==> src/rtl/mbstc_pkg.sv <==
// Shared constants, threshold layout and FSM state type for the
// breast-cancer TNN feature packer.
package mbstc_pkg;

    localparam int NUM_FEAT       = 7;
    localparam int QW             = 2;
    localparam int FEAT_W_DEFAULT = 8;

    // Each feature owns three thresholds packed {T2, T1, T0}, T0 in the low byte.
    localparam int THR_PER_FEAT = 3;
    localparam int THR_FIELD_W  = THR_PER_FEAT * FEAT_W_DEFAULT;
    localparam int THR_W        = NUM_FEAT * THR_FIELD_W;

    localparam logic [THR_W-1:0] MBSTC_THRESH_DEFAULT =
        {NUM_FEAT{8'd192, 8'd128, 8'd64}};

    typedef enum logic [1:0] {
        COLLECT = 2'd0,
        EVAL    = 2'd1,
        RESULT  = 2'd2
    } mbstc_state_e;

endpackage

==> src/rtl/mbstc_quantizer.sv <==
// Combinational 3-threshold quantizer: q = (x>=T0) + (x>=T1) + (x>=T2).
module mbstc_quantizer
#(
    parameter int FEAT_W = 8
)
(
    input  logic [FEAT_W-1:0] x_i,
    input  logic [FEAT_W-1:0] t0_i,
    input  logic [FEAT_W-1:0] t1_i,
    input  logic [FEAT_W-1:0] t2_i,
    output logic [1:0]        q_o
);

    logic ge0;
    logic ge1;
    logic ge2;

    assign ge0 = (x_i >= t0_i);
    assign ge1 = (x_i >= t1_i);
    assign ge2 = (x_i >= t2_i);

    assign q_o = {1'b0, ge0} + {1'b0, ge1} + {1'b0, ge2};

endmodule

==> src/rtl/mbstc_feature_packer.sv <==
// Collects seven raw features, quantizes them to 2 bits, presents them to a
// classifier for EVAL_CYC cycles and returns the class bit over valid/ready.
module mbstc_feature_packer
#(
    parameter int FEAT_W   = 8,
    parameter int NUM_FEAT = mbstc_pkg::NUM_FEAT,
    parameter int EVAL_CYC = 1,
    parameter logic [NUM_FEAT*3*FEAT_W-1:0] THRESH = mbstc_pkg::MBSTC_THRESH_DEFAULT
)
(
    input  logic              clk,
    input  logic              rst,
    input  logic              s_valid,
    output logic              s_ready,
    input  logic [FEAT_W-1:0] s_data,
    input  logic              s_last,
    output logic [1:0]        feat_a,
    output logic [1:0]        feat_b,
    output logic [1:0]        feat_c,
    output logic [1:0]        feat_d,
    output logic [1:0]        feat_e,
    output logic [1:0]        feat_f,
    output logic [1:0]        feat_g,
    input  logic              cls_in,
    output logic              r_valid,
    input  logic              r_ready,
    output logic              r_class,
    output logic              r_err,
    output logic [15:0]       sample_cnt
);

    import mbstc_pkg::*;

    localparam int         TW       = 3 * FEAT_W;
    localparam logic [2:0] LAST_IDX = 3'(NUM_FEAT - 1);
    localparam logic [3:0] EVAL_END = 4'(EVAL_CYC - 1);

    mbstc_state_e state_q, state_d;
    logic [2:0]    idx_q, idx_d;
    logic [3:0]    eval_cnt_q, eval_cnt_d;
    logic          err_pend_q, err_pend_d;
    logic          r_class_q, r_class_d;
    logic          r_err_q, r_err_d;
    logic [15:0]   sample_cnt_q, sample_cnt_d;
    logic [QW-1:0] slot_q [NUM_FEAT];
    logic [QW-1:0] slot_d [NUM_FEAT];

    logic [TW-1:0] thr_arr [NUM_FEAT];
    logic [TW-1:0] thr_sel;
    logic [QW-1:0] q;

    genvar gi;
    generate
        for (gi = 0; gi < NUM_FEAT; gi++) begin : g_thr
            assign thr_arr[gi] = THRESH[gi*TW +: TW];
        end
    endgenerate

    // A single quantizer serves every slot; idx picks that slot's thresholds.
    always_comb begin
        thr_sel = thr_arr[0];
        if (idx_q <= LAST_IDX) begin
            thr_sel = thr_arr[idx_q];
        end
    end

    mbstc_quantizer #(
        .FEAT_W (FEAT_W)
    ) u_quant (
        .x_i  (s_data),
        .t0_i (thr_sel[FEAT_W-1:0]),
        .t1_i (thr_sel[2*FEAT_W-1:FEAT_W]),
        .t2_i (thr_sel[TW-1:2*FEAT_W]),
        .q_o  (q)
    );

    always_comb begin
        state_d      = state_q;
        idx_d        = idx_q;
        eval_cnt_d   = eval_cnt_q;
        err_pend_d   = err_pend_q;
        r_class_d    = r_class_q;
        r_err_d      = r_err_q;
        sample_cnt_d = sample_cnt_q;
        slot_d       = slot_q;
        s_ready      = 1'b0;
        r_valid      = 1'b0;

        case (state_q)
            COLLECT: begin
                s_ready = 1'b1;
                if (s_valid) begin
                    if (s_last && (idx_q != LAST_IDX)) begin
                        // Early last: drop the partial vector, flag the next result.
                        idx_d      = 3'd0;
                        err_pend_d = 1'b1;
                    end else begin
                        slot_d[idx_q] = q;
                        if (idx_q == LAST_IDX) begin
                            state_d    = EVAL;
                            eval_cnt_d = 4'd0;
                            idx_d      = 3'd0;
                            if (!s_last) begin
                                err_pend_d = 1'b1;
                            end
                        end else begin
                            idx_d = idx_q + 3'd1;
                        end
                    end
                end
            end
            EVAL: begin
                if (eval_cnt_q == EVAL_END) begin
                    r_class_d  = cls_in;
                    r_err_d    = err_pend_q;
                    err_pend_d = 1'b0;
                    state_d    = RESULT;
                end else begin
                    eval_cnt_d = eval_cnt_q + 4'd1;
                end
            end
            RESULT: begin
                r_valid = 1'b1;
                if (r_ready) begin
                    sample_cnt_d = sample_cnt_q + 16'd1;
                    idx_d        = 3'd0;
                    state_d      = COLLECT;
                end
            end
            default: begin
                state_d = COLLECT;
            end
        endcase
    end

    always_ff @(posedge clk) begin
        if (rst) begin
            state_q      <= COLLECT;
            idx_q        <= 3'd0;
            eval_cnt_q   <= 4'd0;
            err_pend_q   <= 1'b0;
            r_class_q    <= 1'b0;
            r_err_q      <= 1'b0;
            sample_cnt_q <= 16'd0;
            for (int k = 0; k < NUM_FEAT; k++) begin
                slot_q[k] <= '0;
            end
        end else begin
            state_q      <= state_d;
            idx_q        <= idx_d;
            eval_cnt_q   <= eval_cnt_d;
            err_pend_q   <= err_pend_d;
            r_class_q    <= r_class_d;
            r_err_q      <= r_err_d;
            sample_cnt_q <= sample_cnt_d;
            for (int k = 0; k < NUM_FEAT; k++) begin
                slot_q[k] <= slot_d[k];
            end
        end
    end

    assign feat_a     = slot_q[0];
    assign feat_b     = slot_q[1];
    assign feat_c     = slot_q[2];
    assign feat_d     = slot_q[3];
    assign feat_e     = slot_q[4];
    assign feat_f     = slot_q[5];
    assign feat_g     = slot_q[6];
    assign r_class    = r_class_q;
    assign r_err      = r_err_q;
    assign sample_cnt = sample_cnt_q;

endmodule

==> config.mk <==
export PLATFORM = sky130hd
export DESIGN_NAME = mbstc_feature_packer
export DESIGN_NICKNAME = d
export VERILOG_FILES = /design/src/rtl/mbstc_pkg.sv /design/src/rtl/mbstc_quantizer.sv /design/src/rtl/mbstc_feature_packer.sv
export SDC_FILE = /design/constraint.sdc
export NUM_CORES = 1
export LEC_CHECK = 0
export BUFFER_PORTS_ARGS = -buffer_cell sky130_fd_sc_hd__buf_2
export CAP_MARGIN = 20
export CORE_ASPECT_RATIO = 0.8
export CORE_MARGIN = 5
export CORE_UTILIZATION = 45
export DETAILED_ROUTE_END_ITERATION = 8
export PLACE_DENSITY_LB_ADDON = 0.12
export SYNTH_ARGS = -nofsm -noshare
export SYNTH_HDL_FRONTEND = slang
export SYNTH_SLANG_ARGS = --single-unit
export TNS_END_PERCENT = 100
==> constraint.sdc <==
create_clock -name clk -period 3.4 [get_ports clk]
set_clock_uncertainty 0.15 [all_clocks]
set_input_delay 0.68 -clock clk [delete_from_list [all_inputs] [get_ports clk]]
set_output_delay 0.68 -clock clk [all_outputs]
set_load 0.02 [all_outputs]
# == After elaboration in Yosys (flattened, before gate mapping) ==
# Memory sizes are Yosys's and may differ from the RTL's.
# Index checks and enable logic that the tools add are counted.
# word_totals
ramBits,0
inputBits,14
output_inout_bits,34
mem_bits_ro,192
n_memories,1
wordCells,83
latchBits,0
register_bits,42
# classes
add_sub_neg,5
mul,0
reduce_logical,13
shifts,0
eq_ne,12
bitwise_logic,2
mux,30
magnitude_cmp,6
div_mod_pow,0
# mem_list
name,depth,width,rd,rd_ports_with_merged_regs,wr,line,text
(name not given),8,24,1,0,0,mbstc_feature_packer.sv:63,thr_sel = thr_arr[idx_q];
# ops
operator,n
$mux W24,3
$ge A8 B8 Y1,3
$add A16 B1 Y16 const B,1
$mux W4,4
$reduce_and A5 Y1,3
$bwmux W14,1
$mux W2,6
$mux W3,4
$ne A2 B2 Y1 const B,6
$ne A3 B3 Y1 const B,3
$pmux W4 S2,1
$mux W1,7
$demux W2 S3,1
$pmux W2 S3,1
$pmux W3 S2,1
$reduce_and A3 Y1,2
$add A4 B1 Y4 const B,1
$ge A4 B4 Y1 const B,1
$logic_not A4 Y1,1
$lt A4 B1 Y1 const B,1
$not A3 Y4,1
$reduce_and A2 Y1,2
$reduce_bool A2 Y1,2
$add A3 B1 Y3 const B,1
other kinds (10),11

# == Logic depth before layout (Yosys ltp) ==
# Gate-level depths: netlist of run 1.
# logic_depth
word_depth,9
mapped_depth,6
mapped_depth_nobuf,6

# == Modules after synthesis ==
# From an unflattened synthesis of run 1, not the netlist that was laid out.
# unflattened
cells_unflattened,283
hier_area_um2,2509.9
# modules_own_cells
module,cells_per_inst,area_per_inst_um2,n_inst,seq_area_each_um2
mbstc_feature_packer,209,1904.3,1,840.8
mbstc_quantizer,74,605.6,1,0.0

# == Worst setup path before layout of run 1 ==
# OpenSTA, ideal clock, no wires.
# synth_timing
path_type,input -> register
start,input s_last
end,"register slot_q, in the netlist feat_c[0]"
arrival_time_ps,2002
path_stages,5
required_time_ps,3122
n_path_buf,1
setup_ps,128
path_slack_ps,1120
path_cell_list,or4b_4 -> buf_6 -> or4b_4 -> mux2i_1 -> nor2_1
# synth_between
elab_chain_cells,3
# synth_rtl
element,line,text
"start, declared",mbstc_feature_packer.sv:16,"input logic s_last,"
$logic_and A1 B1 Y1,mbstc_feature_packer.sv:93,if (s_last && (idx_q != LAST_IDX)) begin
$not A1 Y1 (no source line),--,
$reduce_and A3 Y1 (no source line),--,
"end signal, assigned by index",mbstc_feature_packer.sv:157,slot_q[k] <= slot_d[k];
"end, declared",mbstc_feature_packer.sv:45,logic [QW-1:0] slot_q [NUM_FEAT];
# No other way between the ends.
# A chain may end at the register's enable or synchronous reset.

# == Final worst setup path of run 1 ==
# layout_timing
start,register state_q[1]
end,"register sample_cnt_q[15], in the netlist sample_cnt[15]"
# layout_between
elab_chain_cells,2
# layout_rtl
element,line,text
"start, declared",mbstc_feature_packer.sv:38,"mbstc_state_e state_q, state_d;"
"start signal, assigned",mbstc_feature_packer.sv:149,state_q <= state_d;
$eq A2 B2 Y1,mbstc_feature_packer.sv:89,case (state_q)
$reduce_and A2 Y1 (no source line),--,
"end signal, assigned",mbstc_feature_packer.sv:155,sample_cnt_q <= sample_cnt_d;
"end, declared",mbstc_feature_packer.sv:44,"logic [15:0] sample_cnt_q, sample_cnt_d;"
# No other way between the ends.

==> results of run 1 <==
registers in the layout, indices dropped and copies added, names as in the netlist, 2 cells and up:
register	cells
sample_cnt	16
eval_cnt_q	4
idx_q	3
feat_a	2
feat_b	2
feat_c	2
feat_d	2
feat_e	2
feat_f	2
feat_g	2
state_q	2
how the worst max path moves through the flow:
stage / start / to / depth (start not counted)
global placement: r_ready / sample_cnt[15]$_SDFFE_PP0P_ / 5
CTS: state_q[1]$_SDFFE_PP0P_ / sample_cnt[15]$_SDFFE_PP0P_ / 4
global route: state_q[1]$_SDFFE_PP0P_ / sample_cnt[15]$_SDFFE_PP0P_ / 4
finish: state_q[1]$_SDFFE_PP0P_ / sample_cnt[15]$_SDFFE_PP0P_ / 4
floorplan: s_last / feat_c[0]$_SDFFE_PP0P_ / 5
detailed placement: r_ready / sample_cnt[15]$_SDFFE_PP0P_ / 5
report_power, final:
| group | switching (mW) | leakage [nW] | internal (mW) | total [mW] |
|---|---|---|---|---|
| sequential | 0.00393 | 0.339 | 0.495 | 0.499 |
| clock | 0.161 | 0.0524 | 0.220 | 0.381 |
| combinational | 0.0219 | 0.515 | 0.0129 | 0.0348 |
| total | 0.187 | 0.906 | 0.728 | 0.915 |
cell usage in the layout (no fill, tap or decap), drive strengths merged, types with 6 or more instances in the layout:
master and count:
mux2i 17, buf 42, nor2 37, nor4 6, nor3 9, inv 9
xnor2 11, dfxtp 42, nand3 6, a21oi 8, clkbuf 7, nand2 7
per-layer routing:
| layer | GRT usage [%] | share of wire [%] | vias up |
|---|---|---|---|
| met1 | 21.6 | 53 | 690 |
| li1 | - | - | 787 |
| met2 | 21.5 | 42 | 31 |
| met4 | 4.98 | 0.55 | 0 |
| met5 | 0 | 0 | - |
| met3 | 3.68 | 4.0 | 2 |
cell type report:
cell class                 count  area share [%]
sequential                    42            37.9
multi-input combinational    145            43.0
tap                           57            3.21
clock buffer                   7            3.44
timing repair buffer          42            9.58
clock inverter                 1            1.35
inverter                       9            1.52
cells by family after synthesis:
| logic type | after synthesis |
|---|---|
| and+or+nand+nor | 91 |
| DFF | 42 |
| buffers and inverters | 20 |
| AOI/OAI and AO/OA | 19 |
| muxes | 18 |
| xor gates and xnor gates | 14 |
| adders and majority gates | 3 |
critical path: cells and delay by family, from the launching register on:
kind             cells  cell delay (ns)
flip-flops           1             0.54
multiplexers         1             0.37
AND/OR/NAND/NOR      3             1.10
through the flow:
step                hold slack (ns)  std cells  util [%]  cell area (um2)
floorplan                     0.301        207         -             1890
global placement              0.319        295      51.3             2110
detailed placement            0.329        295      51.3             2110
CTS                           0.350        303      53.8             2220
global route                  0.366        303      53.8             2220
finish                        0.342        303      53.8             2220
==> flow_summary.yaml, run 1 <==
run_status:
  status: "finished, final reports clean"
clock_tree:
  cts_resized: 0
  clkTransAtPathRegs_ns: 0.08
  cts_max_path_buffers: 2
  post_cts_buffers: 0
  cts_buffers: 5
  h-tree-depth: 2
  cts_tree: "yes"
  insertion_delay_ns: 0.28
  postCtsHoldBufs: 0
  cts_root_buf: "clkbuf_8"
  clkSinkCount: 42
critical_path:
  crit_fanout: 9
  reg2reg_depth: 4
  cp-start-kind: "flop"
  r2r_start: "state_q[1]$_SDFFE_PP0P_"
  reg2reg_to: "sample_cnt[15]$_SDFFE_PP0P_"
  arrival_ns: 2.29
  end_kind: "flop"
  slowest_delay_ns: 0.54
  crit_path_cell_trace: "nand3b_1 > or2_2 > nor4_1 > mux2_2"
  slowest_stage: "dfxtp_1"
  cp.required_ns: 3.43
  r2r_slack_ns: 1.14
  critPathKind: "flop to flop"
synthesis:
  synth_fa_ha_area_share_pct: 1.99
  syn_area_per_cell_um2: 9.12
  synth_top_area_share_pct: 44.5
  synthSimpleGateAreaFrac_pct: 26.1
  synth_top_family_by_area: "simple AND/OR/NAND/NOR gates"
  synth-compound-area-share_pct: 6.43
  synth_cell_types: 36
  syn-instance-count: 207
  synth_area_um2: 1890
  async_flop_share_pct: 0
  synth_fp_nets: 224
  synth_edf_count: 0
  yosysMostFrequentCell: "dfxtp_1"
  netlist_top_cells_count: "dfxtp_1 (42), nor2_1 (37), mux2i_1 (17), xnor2_1 (11)"
  synth_mux_area_share_pct: 9.61
  synth_area_leaders: "dfxtp_1 (45%), mux2i_1 (9.0%), nor2_1 (7.4%)"
  synth_xor_xnor_area_share_pct: 6.49
  synth_flop_cell: "dfxtp_1"
  synth-seq-area-share_pct: 44.5
  ys_ff_latch: 42
  yosysWarnings: 0
  yosys.area.top_type: "dfxtp_1"
placement:
  port_buffers: 41
  gp_congestion: 0.715
  dpl.hpwl_um: 2710
  post-place-ws_ns: 0.918
timing:
  relSlewSlack_pct: 49.4
  period_share_pct: 66.6
  worst_slack_ns: 1.14
  max_clock_freq_ghz: 0.442
  fin_tns_setup_ns: 0
  hold_violations: 0
  finalMaxSlewViolations: 0
  setup_viol: 0
  tightestPinTransition_ns: 0.757
  fin_crit_ns: 2.26
  grt_setup_unrepaired: "no"
run:
  drv_cap: 0
routing:
  num_vias: 1510
  avgViaCountPerCell: 4.98
  wl_per_cell_um: 12.6
  drtPass1Iterations: 4
  drt_iter0_drc: 70
  postRouteAntennaNets: 0
  drc: 0
  wirelength_um: 3820
pwr:
  p_leak_nw: 0.906
  p_per_area_nw_per_um2: 412
  total_power_uw: 915
  ir_worst_vdd_uv: 271
layout:
  nets: 262
  fillCellCount: 413
  antennaDiodeCount: 0
  drive_gt1_share_pct: 24.0
  seqCellArea_um2: 841
  syn_to_final_growth_pct: 17.6
  multi_input_area_um2: 956
global_route:
  grt_use_total_pct: 14.9
  grt_pass1_wl_um: 6490
  grt_pass1_vias: 1356
  antenna_found_initial: 0
  overflow: 0
  grt_max_degree: 25
worst_hold_path:
  holdPathEnd: "feat_c[1]$_SDFFE_PP0P_"
  hp-class: "flop to flop"
  hp-start: "feat_c[1]$_SDFFE_PP0P_"
  hold_depth: 2
floorplan:
  core_um2: 4130
  start_util_pct: 45.8
  die_w_um: 82.4
  dieHeight_um: 67.9
  io_pins: 48
  fp-row-count: 21
  dieArea_um2: 5600
Note: power is estimated with default switching activity, not from simulation.
==> inputs of run 2 (changes only) <==
==> constraint.sdc (replaced) <==
create_clock -name clk -period 1.9 [get_ports clk]
set_clock_uncertainty 0.15 [all_clocks]
set_input_delay 0.38 -clock clk [delete_from_list [all_inputs] [get_ports clk]]
set_output_delay 0.38 -clock clk [all_outputs]
set_load 0.02 [all_outputs]
==> run 2 against run 1 <==
Highest routed layer unchanged. Critical path depth stayed put. Cell count is 8.6% higher. Critical endpoint is now feat_c[1]$_SDFFE_PP0P_. Global-route usage is 2.0 points higher. Setup slack worse by 1.1 ns.
==> flow_summary.yaml, run 2 (synthesis gave the netlist of run 1 again) <==
pwr:
  p_per_area_nw_per_um2: 642
  ir_worst_vdd_uv: 491
  p_leak_nw: 1.04
floorplan:
  dieHeight_um: 67.9
  dieArea_um2: 5600
  die_w_um: 82.4
  io_pins: 48
  fp-row-count: 21
  core_um2: 4130
  start_util_pct: 45.8
timing:
  grt_setup_unrepaired: "yes"
  setup_viol: 0
  finalMaxSlewViolations: 0
  max_clock_freq_ghz: 0.528
  relSlewSlack_pct: 71.1
  worst_slack_ns: 0.00746
  fin_crit_ns: 1.89
  tightestPinTransition_ns: 0.433
  period_share_pct: 99.6
  fin_tns_setup_ns: 0
  hold_violations: 0
global_route:
  grt_max_degree: 16
  antenna_found_initial: 0
  overflow: 0
  grt_pass1_vias: 1570
  grt_use_total_pct: 16.9
  grt_pass1_wl_um: 7300
placement:
  dpl.hpwl_um: 3040
  post-place-ws_ns: -0.191
  port_buffers: 41
  place_inst: 321
  dpl-instance-area_um2: 2310
  gp_congestion: 0.785
critical_path:
  cp.required_ns: 1.93
  crit_fanout: 6
  r2r_start: "state_q[0]$_SDFFE_PP0P_"
  arrival_ns: 1.92
  cp-start-kind: "flop"
  crit_path_end: "feat_c[1]$_SDFFE_PP0P_"
  end_kind: "flop"
  reg2reg_depth: 4
  critPathKind: "flop to flop"
  r2r_slack_ns: 0.007
  crit_start: "state_q[0]$_SDFFE_PP0P_"
  reg2reg_to: "feat_c[1]$_SDFFE_PP0P_"
layout:
  antennaDiodeCount: 0
  mostFrequentLayoutCells: "buf_2 (41), dfxtp_1 (39), nor2_1 (36)"
  syn_to_final_growth_pct: 29.4
  largest_register_ffs: 16
  final_common_cell: "buf_2"
  final_cells: 329
  design_area_um2: 2440
  drive_gt1_share_pct: 34.6
  nets: 288
clock_tree:
  cts_tree: "yes"
  cts_max_path_buffers: 2
  clkTransAtPathRegs_ns: 0.08
  postCtsHoldBufs: 0
  insertion_delay_ns: 0.30
  cts_root_buf: "clkbuf_8"
  h-tree-depth: 2
  clkSinkCount: 42
  cts_buffers: 5
run:
  drv_cap: 0
routing:
  postRouteAntennaNets: 0
  avgViaCountPerCell: 4.99
  drtPass1Iterations: 4
  drc: 0
  wl_per_cell_um: 12.8
  num_vias: 1642
  wirelength_um: 4200
  drt_iter0_drc: 104
worst_hold_path:
  hp-class: "input pin to flop"
run_status:
  status: "finished, final reports clean"
[run 2: worst min-delay path by stage]
stage | start | to | slack, ns | cells after the start
6_report | cls_in | r_class$_SDFFE_PP0P_ | 0.17 | 3
5_1_grt | cls_in | r_class$_SDFFE_PP0P_ | 0.19 | 3
4_1_cts | cls_in | r_class$_SDFFE_PP0P_ | 0.17 | 3
3_5_place_dp | feat_f[0]$_SDFFE_PP0P_ | feat_f[0]$_SDFFE_PP0P_ | 0.33 | 2
3_3_place_gp | feat_g[1]$_SDFFE_PP0P_ | feat_g[1]$_SDFFE_PP0P_ | 0.32 | 2
2_1_floorplan | err_pend_q$_SDFFE_PP0P_ | err_pend_q$_SDFFE_PP0P_ | 0.30 | 2
[run 2: power breakdown]
part | switching [mW] | total [mW] | internal (mW)
clock network | 0.303 | 0.597 | 0.293
registers | 0.00414 | 0.890 | 0.885
logic | 0.0476 | 0.0822 | 0.0346
total | 0.355 | 1.57 | 1.21
[run 2: through the flow]
step | power [mW] | util [%] | hold slack (ns)
2_1_floorplan | 0.954 | - | 0.301
3_3_place_gp | 0.988 | 56.1 | 0.318
3_5_place_dp | 0.990 | 56.1 | 0.328
4_1_cts | 1.58 | 58.5 | 0.166
5_1_grt | 1.63 | 59.2 | 0.188
6_report | 1.57 | 59.2 | 0.170
[run 2: repair_timing]
| action | in CTS | in global routing |
|---|---|---|
| resized for setup | 2 | 7 |
| buffers inserted | 0 | 0 |
| pin swaps | 0 | 1 |
| setup endpoints to repair | 1 | 13 |
[run 2: per-layer routing]
metal / wire length, um / vias up / GRT usage (%)
met4: 51 / 0 / 4.98
li1: - / 840 / -
met5: 0 / - / 0
met2: 1870 / 28 / 25.9
met1: 2080 / 768 / 22.1
met3: 197 / 6 / 6.45
[run 2: layout make-up]
cell class / instances / area (um2)
well taps: 57 / 71.3
clock buffers: 7 / 86.3
inverters: 9 / 33.8
multi-input cells: 145 / 993
flip-flops and latches: 42 / 845
clock inverters: 1 / 5.00
repair buffers: 68 / 408
fillers: 389 / 1680
[run 2: critical path, cell delays in order (launching register included)]
cell and delay (ns):
dfxtp_2 0.33, or4b_4 0.56, or4b_4 0.52, mux2i_1 0.17
nor2_1 0.05
==> inputs of run 3 (changes only) <==
--- a/config.mk
+++ b/config.mk
@@ -10,6 +10,7 @@
 export CORE_ASPECT_RATIO = 0.8
 export CORE_MARGIN = 5
 export CORE_UTILIZATION = 45
+export CTS_CLUSTER_DIAMETER = 40
 export DETAILED_ROUTE_END_ITERATION = 8
 export PLACE_DENSITY_LB_ADDON = 0.12
 export SYNTH_ARGS = -nofsm -noshare
==> constraint.sdc (replaced) <==
create_clock -name clk -period 1.8 [get_ports clk]
set_clock_uncertainty 0.15 [all_clocks]
set_input_delay 0.36 -clock clk [delete_from_list [all_inputs] [get_ports clk]]
set_output_delay 0.36 -clock clk [all_outputs]
set_load 0.02 [all_outputs]
==> run 3 against run 2 <==
The run now ends with negative setup slack left. Sequential power is 5.4% higher. Worst hold slack worse by 0.018 ns. Wire length is 2.5% lower. Fmax is 0.48% higher. Largest cell class unchanged. Largest power group unchanged.
==> flow_summary.yaml, run 3 (synthesis gave the netlist of run 1 again) <==
run_status:
  status: "complete, but fails checks"
  violations: "negative setup slack"
clock_tree:
  clkSinkCount: 42
  cts_max_path_buffers: 2
  clkTransAtPathRegs_ns: 0.08
  h-tree-depth: 2
  cts_tree: "yes"
  insertion_delay_ns: 0.28
  post_cts_buffers: 0
  cts_buffers: 5
  cts_root_buf: "clkbuf_8"
critical_path:
  critPathBufInv: 0
  slowest_stage: "or4b_4"
  end_kind: "flop"
  slowest_delay_ns: 0.57
  cp.required_ns: 1.83
  crit_fanout: 6
  critPathKind: "flop to flop"
  cpMostUsedCell: "or4b_4"
  crit_path_cell_trace: "or4b_4 > or4b_4 > mux2i_1 > nor2_1"
  arrival_ns: 1.91
  cp_top_family: "simple AND/OR/NAND/NOR gates"
  cp-start-kind: "flop"
floorplan:
  die_w_um: 82.4
  fp-row-count: 21
  start_util_pct: 45.8
  io_pins: 48
  dieHeight_um: 67.9
  dieArea_um2: 5600
  core_um2: 4130
timing:
  hold_ws_ns: 0.152
  worst_slack_ns: -0.0835
  fin_crit_ns: 1.88
  hold_violations: 0
  finalMaxSlewViolations: 0
  grt_setup_unrepaired: "yes"
  period_share_pct: 105
  tightestPinTransition_ns: 0.337
  relSlewSlack_pct: 77.3
  max_clock_freq_ghz: 0.531
  setup_viol: 6
global_route:
  grt_max_degree: 20
  grt_use_total_pct: 15.9
  grt_pass1_vias: 1506
  overflow: 0
  antenna_found_initial: 0
  grt_pass1_wl_um: 6840
placement:
  port_buffers: 41
  dpl.hpwl_um: 3050
  gp_congestion: 0.745
  place_inst: 327
routing:
  drt_iter0_drc: 98
  drtPass1Iterations: 4
  wirelength_um: 4090
  avgViaCountPerCell: 4.88
  drc: 0
  postRouteAntennaNets: 0
  num_vias: 1635
  wl_per_cell_um: 12.2
layout:
  final_cells: 335
  largest_register_ffs: 16
  fin_util_pct: 60.8
  drive_gt1_share_pct: 37.8
  syn_to_final_growth_pct: 32.7
  nets: 294
  final_common_cell: "buf_2"
  antennaDiodeCount: 0
  mostFrequentLayoutCells: "buf_2 (41), nor2_1 (36), dfxtp_1 (35)"
pwr:
  total_power_mw: 1.64
  p_per_area_nw_per_um2: 654
  ir_worst_vdd_uv: 572
  p_leak_nw: 1.07
run:
  drv_cap: 0
worst_hold_path:
  hp-class: "input pin to flop"
[run 3: cell count changes in the layout (fill, tap and decap cells not counted), sizes merged]
cell / change
buf: +6
[run 3: timing repair]
action | 4_1_cts | 5_1_grt
pin swaps | 0 | 2
setup endpoints to repair | 8 | 19
hold buffers | 0 | 0
gates resized for setup | 4 | 8
[run 3: through the flow]
stage,area (um2),setup TNS (ns),setup slack (ns)
global route,2510,-0.787,-0.158
detailed placement,2370,-2.71,-0.272
floorplan,1910,-1.52,-0.210
finish,2510,-0.347,-0.0835
global placement,2370,-2.62,-0.273
CTS,2480,-0.376,-0.0872
[run 3: area by class of cell]
cell class | instances | area [um2]
Clock inverter | 1 | 5.00
Tap cell | 57 | 71.3
Inverter | 9 | 33.8
Timing Repair Buffer | 74 | 453
Multi-Input combinational cell | 145 | 1010
Sequential cell | 42 | 850
Clock buffer | 7 | 86.3
Fill cell | 390 | 1620
[run 3: worst reg2reg max path: stages, from the launching register on]
cell     delay [ns]
dfxtp_2        0.32
or4b_4         0.57
or4b_4         0.52
mux2i_1        0.16
nor2_1         0.05
[run 3: power breakdown]
part | total (mW) | switching (mW) | internal, mW | leakage [nW]
clock | 0.613 | 0.303 | 0.309 | 0.0482
combinational | 0.0895 | 0.0514 | 0.0381 | 0.684
sequential | 0.938 | 0.00325 | 0.935 | 0.342
[run 3: metal layers]
metal  share of wire [%]  global-route usage [%]  vias to the layer above
met5                   0                       0                        -
met1                  53                    23.0                      745
met2                  42                    22.7                       32
met3                 4.4                    3.95                        4
li1                    -                       -                      854
met4                0.93                    5.60                        0
[run 3: final timing paths]
kind	start	endpoint	slack, ns	depth (start not counted)
min reg2reg	feat_g[0]$_SDFFE_PP0P_	feat_g[0]$_SDFFE_PP0P_	0.34	2
max	state_q[0]$_SDFFE_PP0P_	feat_c[1]$_SDFFE_PP0P_	-0.08	4
max reg2reg	state_q[0]$_SDFFE_PP0P_	feat_c[1]$_SDFFE_PP0P_	-0.08	4
min	cls_in	r_class$_SDFFE_PP0P_	0.15	3
